[src/rtl/core_regwr_arbiter.sv]
// core_regwr_arbiter: two-source register-file write arbiter with starvation guard.
//
// Port A is the in-order pipeline writeback and normally has priority. Port B is a
// long-latency unit that holds its request until b_ready. If B waits too long, the
// arbiter stalls the pipeline (o_stall_a) for one grant so B can drain.
// The accepted request is registered onto the write port with one cycle of latency.
// Writes to x0 are accepted but never drive o_we.
//
// Optional build macro CORE_REGWR_SCOREBOARD_EN adds a pending-destination scoreboard.
// Without it, o_busy1/o_busy2 read 0.
//
// Parameters:
//   STARVE_LIMIT  cycles B may wait before port A is stalled (2..15)
// Ports:
//   clk, rst                       clock, asynchronous active-high reset
//   a_valid, a_addr, a_data        pipeline writeback request
//   b_valid, b_addr, b_data        long-latency writeback request
//   b_ready                        B accepted this cycle (combinational)
//   o_stall_a                      freeze pipeline, A not accepted
//   o_we, o_waddr, o_wdata         registered regfile write port
//   sb_set, sb_addr                mark destination pending (long op issued)
//   rs1, rs2, o_busy1, o_busy2     hazard query, state before the current edge
`timescale 1ns/1ps
module core_regwr_arbiter #(
  parameter int unsigned STARVE_LIMIT = 4
) (
  input  logic        clk,
  input  logic        rst,
  input  logic        a_valid,
  input  logic [4:0]  a_addr,
  input  logic [31:0] a_data,
  input  logic        b_valid,
  input  logic [4:0]  b_addr,
  input  logic [31:0] b_data,
  output logic        b_ready,
  output logic        o_stall_a,
  output logic        o_we,
  output logic [4:0]  o_waddr,
  output logic [31:0] o_wdata,
  input  logic        sb_set,
  input  logic [4:0]  sb_addr,
  input  logic [4:0]  rs1,
  input  logic [4:0]  rs2,
  output logic        o_busy1,
  output logic        o_busy2
);

  localparam logic [1:0] StIdle  = 2'd0;
  localparam logic [1:0] StWait  = 2'd1;
  localparam logic [1:0] StForce = 2'd2;

  localparam logic [3:0] LimitM1 = 4'(STARVE_LIMIT - 1);

  logic [1:0]  state_q, state_d;
  logic [3:0]  cnt_q, cnt_d;
  logic        we_q;
  logic [4:0]  waddr_q;
  logic [31:0] wdata_q;
  logic        a_accept;

  // Stall is decoded from state only, so it has no combinational input path.
  assign o_stall_a = (state_q == StForce);

  // Gate with rst so no grant is visible while reset is held.
  assign a_accept = !rst && a_valid && !o_stall_a;
  assign b_ready  = !rst && b_valid && (!a_valid || o_stall_a);

  always_comb begin
    state_d = state_q;
    cnt_d   = cnt_q;
    unique case (state_q)
      StIdle: begin
        if (b_valid && a_valid) begin
          state_d = StWait;
          cnt_d   = 4'd1;
        end else begin
          cnt_d = 4'd0;
        end
      end
      StWait: begin
        if (b_ready || !b_valid) begin
          state_d = StIdle;
          cnt_d   = 4'd0;
        end else begin
          cnt_d = cnt_q + 4'd1;
          if (cnt_q == LimitM1) begin
            state_d = StForce;
          end
        end
      end
      StForce: begin
        if (b_ready || !b_valid) begin
          state_d = StIdle;
          cnt_d   = 4'd0;
        end
      end
      default: begin
        state_d = StIdle;
        cnt_d   = 4'd0;
      end
    endcase
  end

  always_ff @(posedge clk or posedge rst) begin
    if (rst) begin
      state_q <= StIdle;
      cnt_q   <= 4'd0;
    end else begin
      state_q <= state_d;
      cnt_q   <= cnt_d;
    end
  end

  // Write port: x0 targets are consumed but suppressed at o_we.
  always_ff @(posedge clk or posedge rst) begin
    if (rst) begin
      we_q    <= 1'b0;
      waddr_q <= 5'd0;
      wdata_q <= 32'd0;
    end else begin
      we_q <= (a_accept && (a_addr != 5'd0)) || (b_ready && (b_addr != 5'd0));
      if (a_accept) begin
        waddr_q <= a_addr;
        wdata_q <= a_data;
      end else if (b_ready) begin
        waddr_q <= b_addr;
        wdata_q <= b_data;
      end
    end
  end

  assign o_we    = we_q;
  assign o_waddr = waddr_q;
  assign o_wdata = wdata_q;

`ifdef CORE_REGWR_SCOREBOARD_EN
  logic [31:0] pending_q, pending_d;

  // Set is applied after clear so a same-cycle set wins; x0 is never pending.
  always_comb begin
    pending_d = pending_q;
    if (b_ready) begin
      pending_d[b_addr] = 1'b0;
    end
    if (sb_set) begin
      pending_d[sb_addr] = 1'b1;
    end
    pending_d[0] = 1'b0;
  end

  always_ff @(posedge clk or posedge rst) begin
    if (rst) begin
      pending_q <= 32'd0;
    end else begin
      pending_q <= pending_d;
    end
  end

  assign o_busy1 = pending_q[rs1];
  assign o_busy2 = pending_q[rs2];
`else
  logic unused_sb;
  assign unused_sb = ^{sb_set, sb_addr, rs1, rs2};
  assign o_busy1   = 1'b0;
  assign o_busy2   = 1'b0;
`endif

endmodule

[config.mk]
export PLATFORM = sky130hd
export DESIGN_NAME = core_regwr_arbiter
export DESIGN_NICKNAME = d
export VERILOG_FILES = /design/src/rtl/core_regwr_arbiter.sv
export SDC_FILE = /design/constraint.sdc
export NUM_CORES = 1
export LEC_CHECK = 0
export ABC_CLOCK_PERIOD_IN_PS = 4100
export BUFFER_PORTS_ARGS = -buffer_cell sky130_fd_sc_hd__clkbuf_2
export CAP_MARGIN = 10
export CORE_MARGIN = 3
export CORE_UTILIZATION = 45
export CTS_CLUSTER_DIAMETER = 60
export DETAILED_ROUTE_END_ITERATION = 10
export PLACE_DENSITY = 0.85
export SLEW_MARGIN = 20
export SYNTH_ARGS = -nofsm -noshare
export SYNTH_HDL_FRONTEND = slang
export SYNTH_SLANG_ARGS = --single-unit
[constraint.sdc]
create_clock -name clk -period 4.1 [get_ports clk]
set_input_delay 0.205 -clock clk [delete_from_list [all_inputs] [get_ports clk]]
set_output_delay 0.205 -clock clk [all_outputs]
set_load 0.02 [all_outputs]
==> results.json <==
{
  "gp_congestion": 0.765,
  "hold_slack_ns": 0.140,
  "portBuffers": 117,
  "ys_types": 27,
  "crit_path_start_kind": "flop",
  "endpoint_kind": "primary output",
  "p_comb_share_pct": 25.1,
  "p_per_area_nw_per_um2": 372,
  "grt_pass1_wl_um": 7770,
  "worstPathRequired_ns": 3.89,
  "final_cell_mix": "117 x clkbuf_2, 44 x dfrtp_1, 37 x a221o_1, 27 x and2_0, 12 x and2_1",
  "grt_max_degree": 46,
  "grt_pass1_vias": 1763,
  "hold_depth": 2,
  "critPathArrivalTime_ns": 2.44,
  "ff2ff_setup_slack_ns": 1.91,
  "fmax_mhz": 378,
  "final_common_cell": "clkbuf_2",
  "regToRegEndpoint": "o_waddr[1]$_DFFE_PP0P_",
  "start_util_pct": 47.1,
  "final_net_count": 385,
  "cts_hold_buffers": 0,
  "worstRegToRegCells": 5,
  "r2r_start": "state_q[1]$_DFFE_PP0P_",
  "die_h_um": 74.0,
  "power.switching_mw": 0.310,
  "synth_seq_cells": 44,
  "cts_num_sinks": 44,
  "grt_usage_pct": 18.2,
  "setup_viol": 0,
  "postRouteAntennaNets": 0,
  "area.growth.synth_to_final_pct": 32.4,
  "synthesis.area_um2": 2080,
  "power_mw": 1.02,
  "startpoint": "state_q[1]$_DFFE_PP0P_",
  "ys_warn_count": 0,
  "skew_ns": 0.00700,
  "p_seq_share_pct": 50.3,
  "place_area_um2": 2660,
  "grtUsageMet2_pct": 33.1,
  "tightest_slew_ns": 0.981,
  "drc_errors": 0,
  "vias": 1819,
  "cap_violations": 0,
  "finalHoldViolations": 0,
  "status": "complete, no violations",
  "grt_util_met3_pct": 3.92,
  "grt_use_met1_pct": 22.4,
  "p_leak_nw": 1.40,
  "hpwl_um": 3630,
  "cts_setup_buffers": 0,
  "cts_buffers": 5,
  "top_usage_layer": "met2",
  "p_int_mw": 0.714,
  "path_clk_slew_ns": 0.08,
  "post-route-cell-area_um2": 2750,
  "htreeDepth": 2,
  "yosysSeqAreaShare_pct": 52.9,
  "p_sw_share_pct": 30.3,
  "synthCells": 176,
  "final.setup.tns_ns": 0,
  "period_needed_ns": 2.65,
  "wirelength_um": 4960,
  "ir_worst_vdd_mv": 0.217,
  "root_buffer": "clkbuf_8",
  "min_path_type": "primary input to flop",
  "cts-resized-gates": 0,
  "grt_overflow": 0,
  "cp_max_fo": 23,
  "first_pass_iters": 4,
  "die_x_um": 74.0,
  "worstHoldStart": "b_data[25]",
  "slew_violations": 0,
  "path_class": "flop to primary output",
  "cts_tree": "yes",
  "clock_latency_ns": 0.29,
  "p_clk_share_pct": 24.6,
  "viasPerCell": 5.32,
  "io_pins": 136,
  "drt_iter0_markers": 82,
  "min_to": "o_wdata[25]$_DFFE_PP0P_",
  "diodes": 0,
  "antenna_found_initial": 0,
  "row_count": 24,
  "avgSynthCellArea_um2": 11.8,
  "wl_per_cell_um": 14.5,
  "drive_gt1_share_pct": 45.5,
  "core_um2": 4410,
  "die_area_um2": 5470,
  "cts.path.max_buffers": 2,
  "grt_setup_unrepaired": "no",
  "timing.final.crit_share_pct": 64.5,
  "slew_headroom_pct": 34.5
}
-- critical path: stages, from the launching register on --
cell,delay (ns)
dfrtp_1,0.42
nor2b_4,0.28
nor2b_4,0.08
nor3b_4,0.80
buf_4,0.36
clkbuf_2,0.20
-- state kept, by name, indices dropped and copies added (netlist names) --
register,flops
state_q,2
o_we,1
o_waddr,5
o_wdata,32
cnt_q,4
-- metrics by stage --
step | utilization (%) | worst slack, ns | instances
6_report | 62.4 | 1.45 | 342
5_1_grt | 62.4 | 1.27 | 342
4_1_cts | 62.0 | 1.42 | 341
3_5_place_dp | 60.3 | 1.77 | 334
3_3_place_gp | 60.3 | 1.83 | 334
2_1_floorplan | - | 1.87 | 177
-- worst max path at each step --
stage,to,slack (ns),cells after the start
finish,b_ready,1.45,5
global route,b_ready,1.27,5
CTS,b_ready,1.42,5
detailed placement,b_ready,1.77,5
global placement,b_ready,1.83,5
floorplan,o_waddr[4]$_DFFE_PP0P_,1.87,5
-- kinds of logic after synthesis --
group / synth area share [%]
AND/OR/NAND/NOR: 18.8
AO/OA/AOI/OAI: 22.1
flip-flops: 52.9
buffers and inverters: 5.41
adder cells (fa/ha/maj): 0.602
other: 0.180
-- power by group through the flow --
stage          clock network, mW  logic (mW)  registers [mW]
2_1_floorplan                  0      0.0954           0.581
3_3_place_gp                   0       0.254           0.521
3_5_place_dp                   0       0.259           0.523
4_1_cts                    0.259       0.260           0.515
5_1_grt                    0.275       0.280           0.522
6_report                   0.252       0.257           0.515
-- layout make-up --
class / count / area, um^2
clock buffer: 6 / 72.6
clock inverter: 1 / 5.00
fill: 370 / 1660
inverter: 3 / 11.3
multi-input combinational: 116 / 882
sequential: 44 / 1100
tap: 52 / 65.1
timing repair buffer: 120 / 616
-- Yosys cell counts --
cell / n / area (um^2)
and2_0: 27 / 169
nor2_1: 5 / 18.8
o21ai_4: 1 / 16.3
o31ai_1: 1 / 7.51
nand3_1: 2 / 10.0
nor2b_4: 2 / 27.5
clkbuf_1: 1 / 3.75
nand2_1: 8 / 30.0
a21oi_1: 2 / 10.0
inv_1: 3 / 11.3
buf_2: 6 / 30.0
and2b_1: 1 / 7.51
o311a_1: 1 / 10.0
a22o_1: 1 / 8.76
nor3_1: 3 / 15.0
buf_6: 4 / 45.0
ha_1: 1 / 12.5
and2_1: 12 / 75.1
conb_1: 1 / 3.75
a31oi_1: 2 / 12.5
buf_4: 3 / 22.5
nand2b_1: 2 / 12.5
o32ai_1: 1 / 8.76
dfrtp_1: 44 / 1100
o21ai_0: 3 / 15.0
a221o_1: 37 / 370
nor3b_2: 2 / 25.0
-- per-layer routing --
metal / share of wire (%) / wire length (um)
met5: 0 / 0
met4: 0.38 / 19
met3: 8.0 / 395
met2: 51 / 2520
met1: 41 / 2030
(Power assumes the default switching activity.)
